**src/rtl/event_dispatcher_if.sv**
```systemverilog
// Event dispatcher bus: raw event inputs, software ack/mask strobes and the
// registered dispatch results, grouped so the block has a single bus port.
interface event_dispatcher_if #(
    parameter int NUM_INPUTS = 64
);
    logic [NUM_INPUTS-1:0] event_signals;
    logic [15:0]           data_in;
    logic                  ack_load;
    logic                  mask_set_load;
    logic                  mask_clr_load;
    logic [15:0]           priority_out;
    logic                  event_pending;
    logic                  overflow_any;
    logic [NUM_INPUTS-1:0] pending_out;

    modport master (
        output event_signals,
        output data_in,
        output ack_load,
        output mask_set_load,
        output mask_clr_load,
        input  priority_out,
        input  event_pending,
        input  overflow_any,
        input  pending_out
    );

    modport slave (
        input  event_signals,
        input  data_in,
        input  ack_load,
        input  mask_set_load,
        input  mask_clr_load,
        output priority_out,
        output event_pending,
        output overflow_any,
        output pending_out
    );
endinterface

```
**src/rtl/event_dispatcher.sv**
```systemverilog
// Captures edge/level events per channel, tracks missed events, and registers
// the most urgent enabled pending channel index (channel 0 most urgent).
module event_dispatcher #(
    parameter int          NUM_INPUTS   = 64,
    parameter int          TOP_INPUT    = NUM_INPUTS - 1,
    parameter logic [63:0] LEVEL_MASK   = 64'h0,
    parameter logic [63:0] ENABLE_RESET = 64'hFFFF_FFFF_FFFF_FFFF,
    parameter logic [15:0] NONE_CODE    = 16'hFFFF
) (
    input logic               sysclk,
    input logic               sysreset,
    event_dispatcher_if.slave bus
);

    logic [NUM_INPUTS-1:0] chan_in;
    logic [NUM_INPUTS-1:0] set_vec;
    logic [NUM_INPUTS-1:0] ack_hit;
    logic [NUM_INPUTS-1:0] mask_set_hit;
    logic [NUM_INPUTS-1:0] mask_clr_hit;

    logic [NUM_INPUTS-1:0] last_q, last_d;
    logic [NUM_INPUTS-1:0] capture_q, capture_d;
    logic [NUM_INPUTS-1:0] overflow_q, overflow_d;
    logic [NUM_INPUTS-1:0] mask_q, mask_d;
    logic [NUM_INPUTS-1:0] pending_q, pending_d;
    logic [15:0]           priority_q, priority_d;
    logic                  event_pending_q, event_pending_d;
    logic                  overflow_any_q, overflow_any_d;

    // Input bus is MSB-first: the leftmost concatenated signal is channel 0.
    always_comb begin
        chan_in      = '0;
        set_vec      = '0;
        ack_hit      = '0;
        mask_set_hit = '0;
        mask_clr_hit = '0;
        for (int c = 0; c < NUM_INPUTS; c++) begin
            chan_in[c]      = bus.event_signals[TOP_INPUT - c];
            ack_hit[c]      = bus.ack_load      && (bus.data_in == 16'(c));
            mask_set_hit[c] = bus.mask_set_load && (bus.data_in == 16'(c));
            mask_clr_hit[c] = bus.mask_clr_load && (bus.data_in == 16'(c));
            set_vec[c]      = LEVEL_MASK[c] ? chan_in[c] : (chan_in[c] & ~last_q[c]);
        end
    end

    // A new event beats a same-cycle ack, so the old event is treated as acked.
    always_comb begin
        last_d     = chan_in;
        capture_d  = '0;
        overflow_d = '0;
        mask_d     = '0;
        for (int c = 0; c < NUM_INPUTS; c++) begin
            capture_d[c] = set_vec[c] | (capture_q[c] & ~ack_hit[c]);
            mask_d[c]    = mask_set_hit[c] | (mask_q[c] & ~mask_clr_hit[c]);
            if (LEVEL_MASK[c]) begin
                overflow_d[c] = 1'b0;
            end else if (set_vec[c] && capture_q[c] && !ack_hit[c]) begin
                overflow_d[c] = 1'b1;
            end else if (ack_hit[c] && !set_vec[c]) begin
                overflow_d[c] = 1'b0;
            end else begin
                overflow_d[c] = overflow_q[c];
            end
        end
    end

    always_comb begin
        priority_d = NONE_CODE;
        for (int c = NUM_INPUTS - 1; c >= 0; c--) begin
            if (capture_q[c] && mask_q[c]) begin
                priority_d = 16'(c);
            end
        end
        event_pending_d = (priority_d != NONE_CODE);
        overflow_any_d  = |overflow_q;
        pending_d       = capture_q;
    end

    always_ff @(posedge sysclk or posedge sysreset) begin
        if (sysreset) begin
            last_q          <= '0;
            capture_q       <= '0;
            overflow_q      <= '0;
            mask_q          <= ENABLE_RESET[NUM_INPUTS-1:0];
            pending_q       <= '0;
            priority_q      <= NONE_CODE;
            event_pending_q <= 1'b0;
            overflow_any_q  <= 1'b0;
        end else begin
            last_q          <= last_d;
            capture_q       <= capture_d;
            overflow_q      <= overflow_d;
            mask_q          <= mask_d;
            pending_q       <= pending_d;
            priority_q      <= priority_d;
            event_pending_q <= event_pending_d;
            overflow_any_q  <= overflow_any_d;
        end
    end

    assign bus.priority_out  = priority_q;
    assign bus.event_pending = event_pending_q;
    assign bus.overflow_any  = overflow_any_q;
    assign bus.pending_out   = pending_q;

endmodule

```
**src/flat_wrapper.sv**
```systemverilog
// flat-port wrapper written by rule: the top's interface ports become plain ports
module event_dispatcher_flat 
#(
    parameter int          NUM_INPUTS   = 64,
    parameter int          TOP_INPUT    = NUM_INPUTS - 1,
    parameter logic [63:0] LEVEL_MASK   = 64'h0,
    parameter logic [63:0] ENABLE_RESET = 64'hFFFF_FFFF_FFFF_FFFF,
    parameter logic [15:0] NONE_CODE    = 16'hFFFF
)
  (sysclk, sysreset, bus_event_signals, bus_data_in, bus_ack_load, bus_mask_set_load, bus_mask_clr_load, bus_priority_out, bus_event_pending, bus_overflow_any, bus_pending_out);
  event_dispatcher_if #(.NUM_INPUTS(NUM_INPUTS)) bus_i ();
  input logic sysclk;
  input logic sysreset;
  input wire logic [$bits(bus_i.event_signals)-1:0] bus_event_signals;
  input wire logic [$bits(bus_i.data_in)-1:0] bus_data_in;
  input wire logic [$bits(bus_i.ack_load)-1:0] bus_ack_load;
  input wire logic [$bits(bus_i.mask_set_load)-1:0] bus_mask_set_load;
  input wire logic [$bits(bus_i.mask_clr_load)-1:0] bus_mask_clr_load;
  output wire logic [$bits(bus_i.priority_out)-1:0] bus_priority_out;
  output wire logic [$bits(bus_i.event_pending)-1:0] bus_event_pending;
  output wire logic [$bits(bus_i.overflow_any)-1:0] bus_overflow_any;
  output wire logic [$bits(bus_i.pending_out)-1:0] bus_pending_out;
  assign bus_i.event_signals = bus_event_signals;
  assign bus_i.data_in = bus_data_in;
  assign bus_i.ack_load = bus_ack_load;
  assign bus_i.mask_set_load = bus_mask_set_load;
  assign bus_i.mask_clr_load = bus_mask_clr_load;
  assign bus_priority_out = bus_i.priority_out;
  assign bus_event_pending = bus_i.event_pending;
  assign bus_overflow_any = bus_i.overflow_any;
  assign bus_pending_out = bus_i.pending_out;
  event_dispatcher #(.NUM_INPUTS(NUM_INPUTS), .TOP_INPUT(TOP_INPUT), .LEVEL_MASK(LEVEL_MASK), .ENABLE_RESET(ENABLE_RESET), .NONE_CODE(NONE_CODE)) u_core (.sysclk(sysclk), .sysreset(sysreset), .bus(bus_i));
endmodule
```
**config.mk**
```make
export PLATFORM = sky130hd
export DESIGN_NAME = event_dispatcher_flat
export DESIGN_NICKNAME = d
export VERILOG_FILES = /design/src/rtl/event_dispatcher_if.sv /design/src/rtl/event_dispatcher.sv /design/src/flat_wrapper.sv
export SDC_FILE = /design/constraint.sdc
export NUM_CORES = 1
export LEC_CHECK = 0
export CAP_MARGIN = 20
export CORE_ASPECT_RATIO = 1.4
export CORE_MARGIN = 2
export CORE_UTILIZATION = 35
export DETAILED_ROUTE_END_ITERATION = 10
export SLEW_MARGIN = 20
export SYNTH_ARGS = -nofsm -noshare
export SYNTH_HDL_FRONTEND = slang
export SYNTH_SLANG_ARGS = --single-unit
```
**constraint.sdc**
```tcl
create_clock -name sysclk -period 10.37 [get_ports sysclk]
set_input_delay 1.5555 -clock sysclk [delete_from_list [all_inputs] [get_ports sysclk]]
set_output_delay 1.5555 -clock sysclk [all_outputs]
set_load 0.005 [all_outputs]
```
==> results of run 1 <==
cell usage in the layout (no fill, tap or decap), drive strengths merged, types with 3 or more instances in the layout:
cell type      instances
or2                   25
a22o                   5
buf                    5
dfrtp                258
nand2                191
nand3                 12
nor2b                 15
nand4                  6
nand2b                75
nor4                  19
and2                   7
inv                    4
dfstp                 71
o211ai                 3
a31oi                  3
clkdlybuf4s50        166
bufinv                 7
a221oi                 6
and3                   6
o21ai                201
clkbuf                43
a211oi                 3
a32oi                  3
a22oi                 13
a21oi                 27
o2bb2ai               54
a32o                   7
clkinv                 6
nor2                  45
registers in the layout (all words and copies together) (netlist names):
name	flops
u_core.overflow_q	64
u_core.bus.event_pending	1
u_core.mask_q	64
u_core.bus.overflow_any	1
u_core.last_q	64
u_core.capture_q	64
u_core.bus.priority_out	7
u_core.bus.pending_out	64
power groups by stage:
stage               sequential (mW)  clock [mW]  combinational [mW]
floorplan                      1.32           0              0.0416
global placement               1.32           0              0.0962
detailed placement             1.32           0              0.0978
CTS                            1.30        1.27              0.0982
global route                   1.30        1.32               0.107
finish                         1.30        1.24              0.0954
stage by stage:
stage / setup slack, ps / cell area, um^2
after floorplan: 4480 / 12700
after global placement: 5890 / 14700
after detailed placement: 5850 / 14700
after CTS: 6460 / 15900
after global routing: 6140 / 15900
final: 6620 / 15900
final cells by class:
cell class / count / area (um^2)
clock buffer: 43 / 871
antenna: 2 / 5.00
sequential: 329 / 8320
inverter: 5 / 22.5
clock inverter: 14 / 246
fill: 3322 / 19900
tap: 462 / 578
multi-input combinational: 750 / 4130
timing repair buffer: 171 / 1710
worst max path at each step:
stage	startpoint	endpoint	slack (ps)
6_report	sysreset	u_core.overflow_q[9]	6620
3_5_place_dp	sysreset	u_core.bus.pending_out[8]	5850
4_1_cts	sysreset	u_core.bus.pending_out[10]	6460
2_1_floorplan	sysreset	u_core.bus.event_pending	4480
5_1_grt	sysreset	u_core.capture_q[0]	6140
3_3_place_gp	sysreset	u_core.bus.pending_out[8]	5890
metal layers:
| layer | wire length (um) | share of wire (%) | GRT usage (%) | up-vias |
|---|---|---|---|---|
| met5 | 0 | 0 | 0 | - |
| met4 | 1160 | 3.4 | 7.17 | 0 |
| met3 | 1710 | 5.0 | 2.37 | 61 |
| met2 | 17200 | 51 | 31.2 | 281 |
| met1 | 13900 | 41 | 23.6 | 4514 |
| li1 | - | - | - | 4297 |
cell families (layout without fill, tap and decap cells):
kind of cell,Yosys count,in the layout,synth area share (%)
AO/OA/AOI/OAI,341,341,16.7
buffers and inverters,50,233,1.86
flip-flops,329,329,65.6
other,0,2,0
AND/OR/NAND/NOR,409,409,15.8
worst register-to-register path: stages (launching register included):
cell	delay, ps
dfrtp_1	450
a22o_1	300
a221oi_1	360
nand3_1	170
nor4bb_1	590
and2_1	220
==> impl_metrics.env, run 1 <==
export IMPL_status="completed"
export IMPL_yosysWarningCount=0
export IMPL_core_area_mm2=0.0358
export IMPL_grt_pass1_wl_um=53000
export IMPL_setup_tns_ps=0
export IMPL_clkPwrFrac_pct=47.0
export IMPL_final_setup_skew_ps=16.4
export IMPL_cts_sinks=329
export IMPL_p_switching_mw=0.538
export IMPL_worstPathCellList="clkdlybuf4s50_1, clkinvlp_4, buf_4, buf_4"
export IMPL_rr_endpoint="u_core.bus.priority_out[14]"
export IMPL_cts_setup_buffers=0
export IMPL_post_route_period_util_pct=36.2
export IMPL_p_comb_share_pct=3.6
export IMPL_utilization_pct=44.4
export IMPL_ctsResizeCount=0
export IMPL_dp_hpwl_um=24200
export IMPL_overflow=0
export IMPL_intPower_mw=2.10
export IMPL_setup_worst_path_end_class="async pin"
export IMPL_hold_start="u_core.capture_q[6]"
export IMPL_maxCapViolCount=0
export IMPL_p_per_area_mw_per_mm2=166
export IMPL_syn2layout_area_growth_pct=25.2
export IMPL_critPathArrivalTime_ps=4330
export IMPL_die_w_um=165
export IMPL_place_gp_congestion=0.871
export IMPL_synth_top_cells_by_count="258 x dfrtp_1, 193 x o21ai_0, 191 x nand2_1"
export IMPL_h_tree_depth=1
export IMPL_viasPerCell=5.15
export IMPL_power_frac_seq_pct=49.4
export IMPL_final_max_slew_viol_count=0
export IMPL_synth_edf_count=0
export IMPL_clk_latency_ps=570
export IMPL_ios=167
export IMPL_synth_seq_area_share_pct=65.6
export IMPL_avgSynthCellArea_um2=11.2
export IMPL_synth_top_flop_cell="dfrtp_1"
export IMPL_p_leak_nw=5.74
export IMPL_rr_startpoint="u_core.capture_q[49]"
export IMPL_synth_area_mm2=0.0127
export IMPL_initial_core_util_pct=35.4
export IMPL_maxSlewHeadroom_pct=38.1
export IMPL_crit_buf_inv=4
export IMPL_die_height_um=229
export IMPL_portBuffers=166
export IMPL_die_area_mm2=0.0378
export IMPL_rows=82
export IMPL_drc_errors=0
export IMPL_dr_pass1_iters=5
export IMPL_hold_end="u_core.bus.pending_out[6]"
export IMPL_grt_pass1_vias=9290
export IMPL_cts_hold_repair_buffers=0
export IMPL_cts_tree="built"
export IMPL_crit_family="buffers and inverters"
export IMPL_worst_path_stages=4
export IMPL_postRouteAntennaNets=0
export IMPL_fin_crit_ps=3750
export IMPL_initialDrtViolationCount=649
export IMPL_root_buffer="clkbuf_16"
export IMPL_worst_pin_slew_ps=929
export IMPL_path_common_cell="buf_4"
export IMPL_cts_path_max_buffers=3
export IMPL_ys_seq_elements=329
export IMPL_worstSetupStartpointType="primary input"
export IMPL_dp_cells=1716
export IMPL_path_clk_slew_ps=60
export IMPL_synthTopCellsByArea="dfrtp_1 51%, dfstp_2 15%, o21ai_0 7.6%, nand2_1 5.7%, o2bb2ai_1 3.7%"
export IMPL_drive_gt1_share_pct=11.0
export IMPL_r2r_cells=5
export IMPL_finalWirelength_um=34000
export IMPL_grt_antenna_before_repair=2
export IMPL_fmax_mhz=266
export IMPL_hold_path_depth=0
export IMPL_wl_per_cell_um=19.1
export IMPL_syn_nets=1214
export IMPL_yosysTopAreaCell="dfrtp_1"
export IMPL_r2r_setup_slack_ps=8200
export IMPL_synthesis_instances=1129
export IMPL_peakVddDrop_uv=103
export IMPL_grt_max_degree=83
export IMPL_track_usage_pct=18.3
export IMPL_p_total_mw=2.64
export IMPL_cts_inserted_buffers=31
export IMPL_rsz0062_at_grt="false"
export IMPL_ys_async_sr_fraction_pct=100
export IMPL_hold_slack_ps=402
export IMPL_switching_share_pct=20.4
export IMPL_instances_no_fill=1776
export IMPL_synthDistinctLibCells=53
export IMPL_min_path_type="reg -> reg"
export IMPL_synth_top_area_share_pct=50.9
export IMPL_vias=9153
export IMPL_post_synth_top_count_cell="dfrtp_1"
export IMPL_criticalPathCategory="in -> async"
export IMPL_nNetsFinal=1373
export IMPL_cpMaxStageDelayCell="buf_4"
export IMPL_hold_viol_final=0
export IMPL_cp_slowest_stage_delay_ps=840
export IMPL_critical_path_required_ps=10940
export IMPL_cp_max_fo=76
export IMPL_setup_viol=0
Power figures use the tool's default switching activity.
==> inputs of run 2 (changes only) <==
==> constraint.sdc (replaced) <==
create_clock -name sysclk -period 3.2 [get_ports sysclk]
set_input_delay 0.48 -clock sysclk [delete_from_list [all_inputs] [get_ports sysclk]]
set_output_delay 0.48 -clock sysclk [all_outputs]
set_load 0.005 [all_outputs]
==> run 2 against run 1 <==
Non-clock buffer count rose by 10. Wire length rose by 2.1%. Sequential share of layout area fell by 0.46 points. Final cell count rose by 0.79%. Global-route usage rose by 0.35 points. Die area did not move. Critical path type is now in -> reg.
==> impl_metrics.env, run 2 (synthesized netlist as in run 1, its figures left out) <==
export IMPL_instances_no_fill=1790
export IMPL_worst_pin_slew_ps=812
export IMPL_post_route_period_util_pct=72.6
export IMPL_p_per_area_mw_per_mm2=535
export IMPL_post_dp_cell_area_mm2=0.0149
export IMPL_fin_area_mm2=0.0160
export IMPL_final_max_slew_viol_count=0
export IMPL_critPathLaunch="bus_data_in[13]"
export IMPL_setup_worst_path_end_class="flop"
export IMPL_status="completed"
export IMPL_cts_tree="built"
export IMPL_dp_hpwl_um=24800
export IMPL_cts_inserted_buffers=35
export IMPL_cts_sinks=329
export IMPL_crit_buf_inv=1
export IMPL_ctsResizeCount=0
export IMPL_p_leak_nw=5.82
export IMPL_drc_errors=0
export IMPL_viasPerCell=5.14
export IMPL_core_area_mm2=0.0358
export IMPL_timing_final_ws_setup_ps=877
export IMPL_min_path_type="in -> async"
export IMPL_fmax_mhz=430
export IMPL_rr_startpoint="u_core.capture_q[49]"
export IMPL_dp_slack_ps=341
export IMPL_cts_setup_buffers=0
export IMPL_cp_slowest_stage_delay_ps=470
export IMPL_die_w_um=165
export IMPL_die_height_um=229
export IMPL_drive_gt1_share_pct=11.8
export IMPL_overflow=0
export IMPL_path_clk_slew_ps=60
export IMPL_cts_path_max_buffers=3
export IMPL_cts_hold_repair_buffers=0
export IMPL_initial_core_util_pct=35.4
export IMPL_vias=9196
export IMPL_grt_pass1_vias=9318
export IMPL_setup_viol=0
export IMPL_wl_per_cell_um=19.4
export IMPL_portBuffers=166
export IMPL_maxSlewHeadroom_pct=45.4
export IMPL_dr_pass1_iters=5
export IMPL_final_common_cell="dfrtp_1"
export IMPL_ios=167
export IMPL_final_cell_mix="258 x dfrtp_1, 193 x o21ai_0, 191 x nand2_1, 166 x clkdlybuf4s50_1, 72 x nand2b_1"
export IMPL_cpMaxStageDelayCell="nor4_2"
export IMPL_clk_latency_ps=520
export IMPL_maxCapViolCount=0
export IMPL_track_usage_pct=18.7
export IMPL_initialDrtViolationCount=704
export IMPL_finalWirelength_um=34700
export IMPL_critical_path_required_ps=3590
export IMPL_setup_tns_ps=0
export IMPL_peakVddDrop_uv=338
export IMPL_worstSetupStartpointType="primary input"
export IMPL_utilization_pct=44.7
export IMPL_rows=82
export IMPL_fin_crit_ps=2320
export IMPL_dp_cells=1727
export IMPL_rsz0062_at_grt="false"
export IMPL_syn2layout_area_growth_pct=26.3
export IMPL_nNetsFinal=1387
export IMPL_path_common_cell="o21ai_0"
export IMPL_criticalPathCategory="in -> reg"
export IMPL_postRouteAntennaNets=0
export IMPL_h_tree_depth=2
export IMPL_root_buffer="clkbuf_16"
export IMPL_place_gp_congestion=0.877
export IMPL_grt_pass1_wl_um=53900
export IMPL_crit_family="simple AND/OR/NAND/NOR gates"
export IMPL_final_setup_skew_ps=11.6
export IMPL_diodes=0
export IMPL_die_area_mm2=0.0378
export IMPL_grt_max_degree=112
export IMPL_hold_viol_final=0
export IMPL_critPathArrivalTime_ps=2710
export IMPL_worstPathCellList="clkdlybuf4s50_1, nor4_2, and4_1, nand2_1, o21ai_0, nor2b_1, o21ai_0"
export IMPL_cp_max_fo=16
export IMPL_grt_antenna_before_repair=0
## run 2: cell count changes in the layout (fill, tap and decap cells not counted), moves of 2 or more
cell / before / now
clkbuf_16: 31 / 38
buf_12: 0 / 3
bufinv_16: 7 / 0
clkbuf_8: 5 / 11
diode_2: 2 / 0
clkinv_2: 5 / 2
buf_4: 3 / 12
## run 2: worst paths after layout
kind	end	slack, ps	cells past startpoint
max in group asynchronous	u_core.bus.pending_out[61]	2030	3
worst max register to register	u_core.bus.priority_out[3]	950	6
worst min register to register	u_core.bus.pending_out[1]	410	0
worst max-delay path	u_core.overflow_q[43]	880	7
min in group sysclk	u_core.bus.pending_out[1]	410	0
worst min-delay path	u_core.bus.pending_out[42]	260	2
## run 2: cell type report
class                   count  area (um^2)
clock buffers              57         1130
clock inverters             6         32.5
fillers                  3295        19800
inverters                   5         22.5
multi-input cells         750         4120
flip-flops and latches    329         8320
well taps                 462          578
repair buffers            181         1810
## run 2: metrics by stage
stage | hold slack, ps | total power, mW
floorplan | 360 | 4.43
global placement | 394 | 4.62
detailed placement | 393 | 4.62
CTS | 251 | 8.70
global route | 263 | 8.89
finish | 261 | 8.58
## run 2: worst register-to-register path, stage by stage (launching register included)
cell and delay [ps]:
dfrtp_1 440, a22o_1 290, a221oi_1 460, nand3_1 210, a21oi_1 200, o311ai_0 150, a31oi_1 380
## run 2: layer usage
metal / GRT usage, % / vias to the layer above / part of all wire, %
met5: 0 / - / 0
met1: 23.5 / 4521 / 42
li1: - / 4312 / -
met3: 3.59 / 71 / 5.1
met4: 7.28 / 0 / 3.6
met2: 31.5 / 292 / 50
## run 2: power breakdown
group	internal [mW]	leakage (nW)	switching (mW)	total, mW
logic	0.142	2.07	0.179	0.321
clock network	2.42	0.568	1.62	4.04
registers	4.21	3.18	0.00891	4.22
==> inputs of run 3 (changes only) <==
==> constraint.sdc (replaced) <==
create_clock -name sysclk -period 2.15 [get_ports sysclk]
set_input_delay 0.3225 -clock sysclk [delete_from_list [all_inputs] [get_ports sysclk]]
set_output_delay 0.3225 -clock sysclk [all_outputs]
set_load 0.005 [all_outputs]
==> run 3 against run 2 <==
Register-to-register slack worse by 900 ps. Clock-buffer cell count is 20 lower. Clock power is 44% higher. Worst hold slack worse by 33 ps. Sequential power is 49% higher. Die area stayed put. Setup slack worse by 830 ps. Non-clock buffer count is 104 higher. First-iteration DRC count is 3.6% higher. Total power is 47% higher. Sequential share of layout area is 2.6 points lower. Via count is 4.8% higher. Largest cell class unchanged. Highest routed layer unchanged.
==> impl_metrics.env, run 3 (synthesized netlist as in run 1, its figures left out) <==
export IMPL_status="completed"
export IMPL_worst_pin_slew_ps=619
export IMPL_maxSlewHeadroom_pct=58.4
export IMPL_cpMaxStageDelayCell="dfstp_2"
export IMPL_rsz0062_at_grt="false"
export IMPL_fmax_mhz=475
export IMPL_core_area_mm2=0.0358
export IMPL_fin_crit_ps=2100
export IMPL_met1_usage_pct=24.9
export IMPL_timing_final_ws_setup_ps=46.0
export IMPL_dp_hpwl_um=27800
export IMPL_wl_per_cell_um=19.6
export IMPL_crit_family="compound AO/OA/AOI/OAI gates"
export IMPL_initial_core_util_pct=35.4
export IMPL_setup_worst_path_end_class="flop"
export IMPL_cts_sinks=329
export IMPL_fin_area_mm2=0.0169
export IMPL_root_buffer="clkbuf_16"
export IMPL_clk_latency_ps=570
export IMPL_drc_errors=0
export IMPL_maxCapViolCount=0
export IMPL_diodes=0
export IMPL_p_per_area_mw_per_mm2=749
export IMPL_path_clk_slew_ps=60
export IMPL_criticalPathCategory="reg -> reg"
export IMPL_h_tree_depth=1
export IMPL_hold_viol_final=0
export IMPL_die_w_um=165
export IMPL_viasPerCell=5.10
export IMPL_dp_slack_ps=-416
export IMPL_rows=82
export IMPL_syn2layout_area_growth_pct=33.0
export IMPL_cts_inserted_buffers=31
export IMPL_path_common_cell="nand2_1"
export IMPL_critPathArrivalTime_ps=2570
export IMPL_p_total_mw=12.6
export IMPL_ios=167
export IMPL_overflow=0
export IMPL_initialDrtViolationCount=729
export IMPL_ff_latch_area_mm2=0.00832
export IMPL_vias=9635
export IMPL_grt_busiest_layer="met2"
export IMPL_n_fill_cell=3285
export IMPL_grt_pass1_wl_um=57600
export IMPL_final_setup_skew_ps=11.6
export IMPL_post_dp_cell_area_mm2=0.0158
export IMPL_final_cell_mix="258 x dfrtp_1, 193 x o21ai_0, 191 x nand2_1, 166 x clkdlybuf4s50_1, 107 x buf_4"
export IMPL_multi_input_comb_area_mm2=0.00414
export IMPL_worstSetupStartpointType="flop"
export IMPL_cts_tree="built"
export IMPL_dr_pass1_iters=5
export IMPL_portBuffers=166
export IMPL_p_leak_nw=6.31
export IMPL_grt_antenna_before_repair=0
export IMPL_critical_path_required_ps=2620
export IMPL_worstPathCellList="nand2_1, a32o_1, a221oi_1, o21ai_0, o211ai_1, nand2_1"
export IMPL_final_common_cell="dfrtp_1"
export IMPL_crit_buf_inv=0
export IMPL_die_height_um=229
export IMPL_cts_hold_repair_buffers=0
export IMPL_grt_pass1_vias=10100
export IMPL_track_usage_pct=20.0
export IMPL_place_gp_congestion=0.893
export IMPL_utilization_pct=47.1
export IMPL_post_route_period_util_pct=97.9
export IMPL_nNetsFinal=1487
export IMPL_r2r_setup_slack_ps=50
export IMPL_setup_viol=0
export IMPL_cp_slowest_stage_delay_ps=540
export IMPL_final_max_slew_viol_count=0
export IMPL_gr_usage_met2_pct=34.5
export IMPL_setup_tns_ps=0
export IMPL_met3_usage_pct=2.70
export IMPL_peakVddDrop_uv=531
export IMPL_die_area_mm2=0.0378
export IMPL_finalWirelength_um=36900
export IMPL_grt_max_degree=88
export IMPL_cp_max_fo=3
export IMPL_postRouteAntennaNets=0
export IMPL_drive_gt1_share_pct=18.7
export IMPL_min_path_type="in -> reg"
export IMPL_cts_path_max_buffers=3
run 3: changes by cell type in the layout (fill, tap and decap cells not counted), moves of 2 or more:
cell / delta
buf_12: +9
buf_4: +95
bufinv_16: +5
clkbuf_1: -7
clkbuf_16: -7
clkbuf_8: -6
clkinv_1: -2
clkinv_2: +7
clkinvlp_4: +2
run 3: worst paths after layout:
check,from,to,cells after the start
hold reg to reg,u_core.capture_q[63],u_core.bus.pending_out[63],0
hold / removal,bus_event_signals[27],u_core.last_q[36],1
setup / recovery,u_core.mask_q[34],u_core.bus.priority_out[0],6
min in group asynchronous,sysreset,u_core.last_q[50],3
setup reg to reg,u_core.mask_q[34],u_core.bus.priority_out[0],6
max in group asynchronous,sysreset,u_core.mask_q[56],4
run 3: report_power, final:
part,internal (mW),leakage (nW),switching (mW)
logic,0.246,2.60,0.280
clock network,3.42,0.534,2.41
registers,6.26,3.18,0.0134
run 3: final cells by class:
type                       instances  share of cell area [%]
clock buffer                      37                    5.03
clock inverter                    20                    1.44
inverter                           5                   0.134
multi-input combinational        750                    24.6
sequential                       329                    49.4
tap                              462                    3.43
timing repair buffer             285                    16.0
run 3: metal layers:
metal  wire length (um)  vias up
li1                   -     4518
met1              15100     4727
met2              18400      300
met3               1740       90
met4               1680        0
met5                  0        -
run 3: through the flow:
stage | std cells | hold WS (ps)
after floorplan | 1129 | 354
after detailed placement | 1831 | 400
after global routing | 1888 | 214
final | 1888 | 228
after CTS | 1888 | 207
after global placement | 1831 | 408
run 3: timing repair:
| action | CTS | global route |
|---|---|---|
| setup endpoints to repair | 2 | 1 |
| gates resized for setup | 2 | 1 |
| pin swaps | 1 | 0 |
| buffers inserted | 0 | 0 |
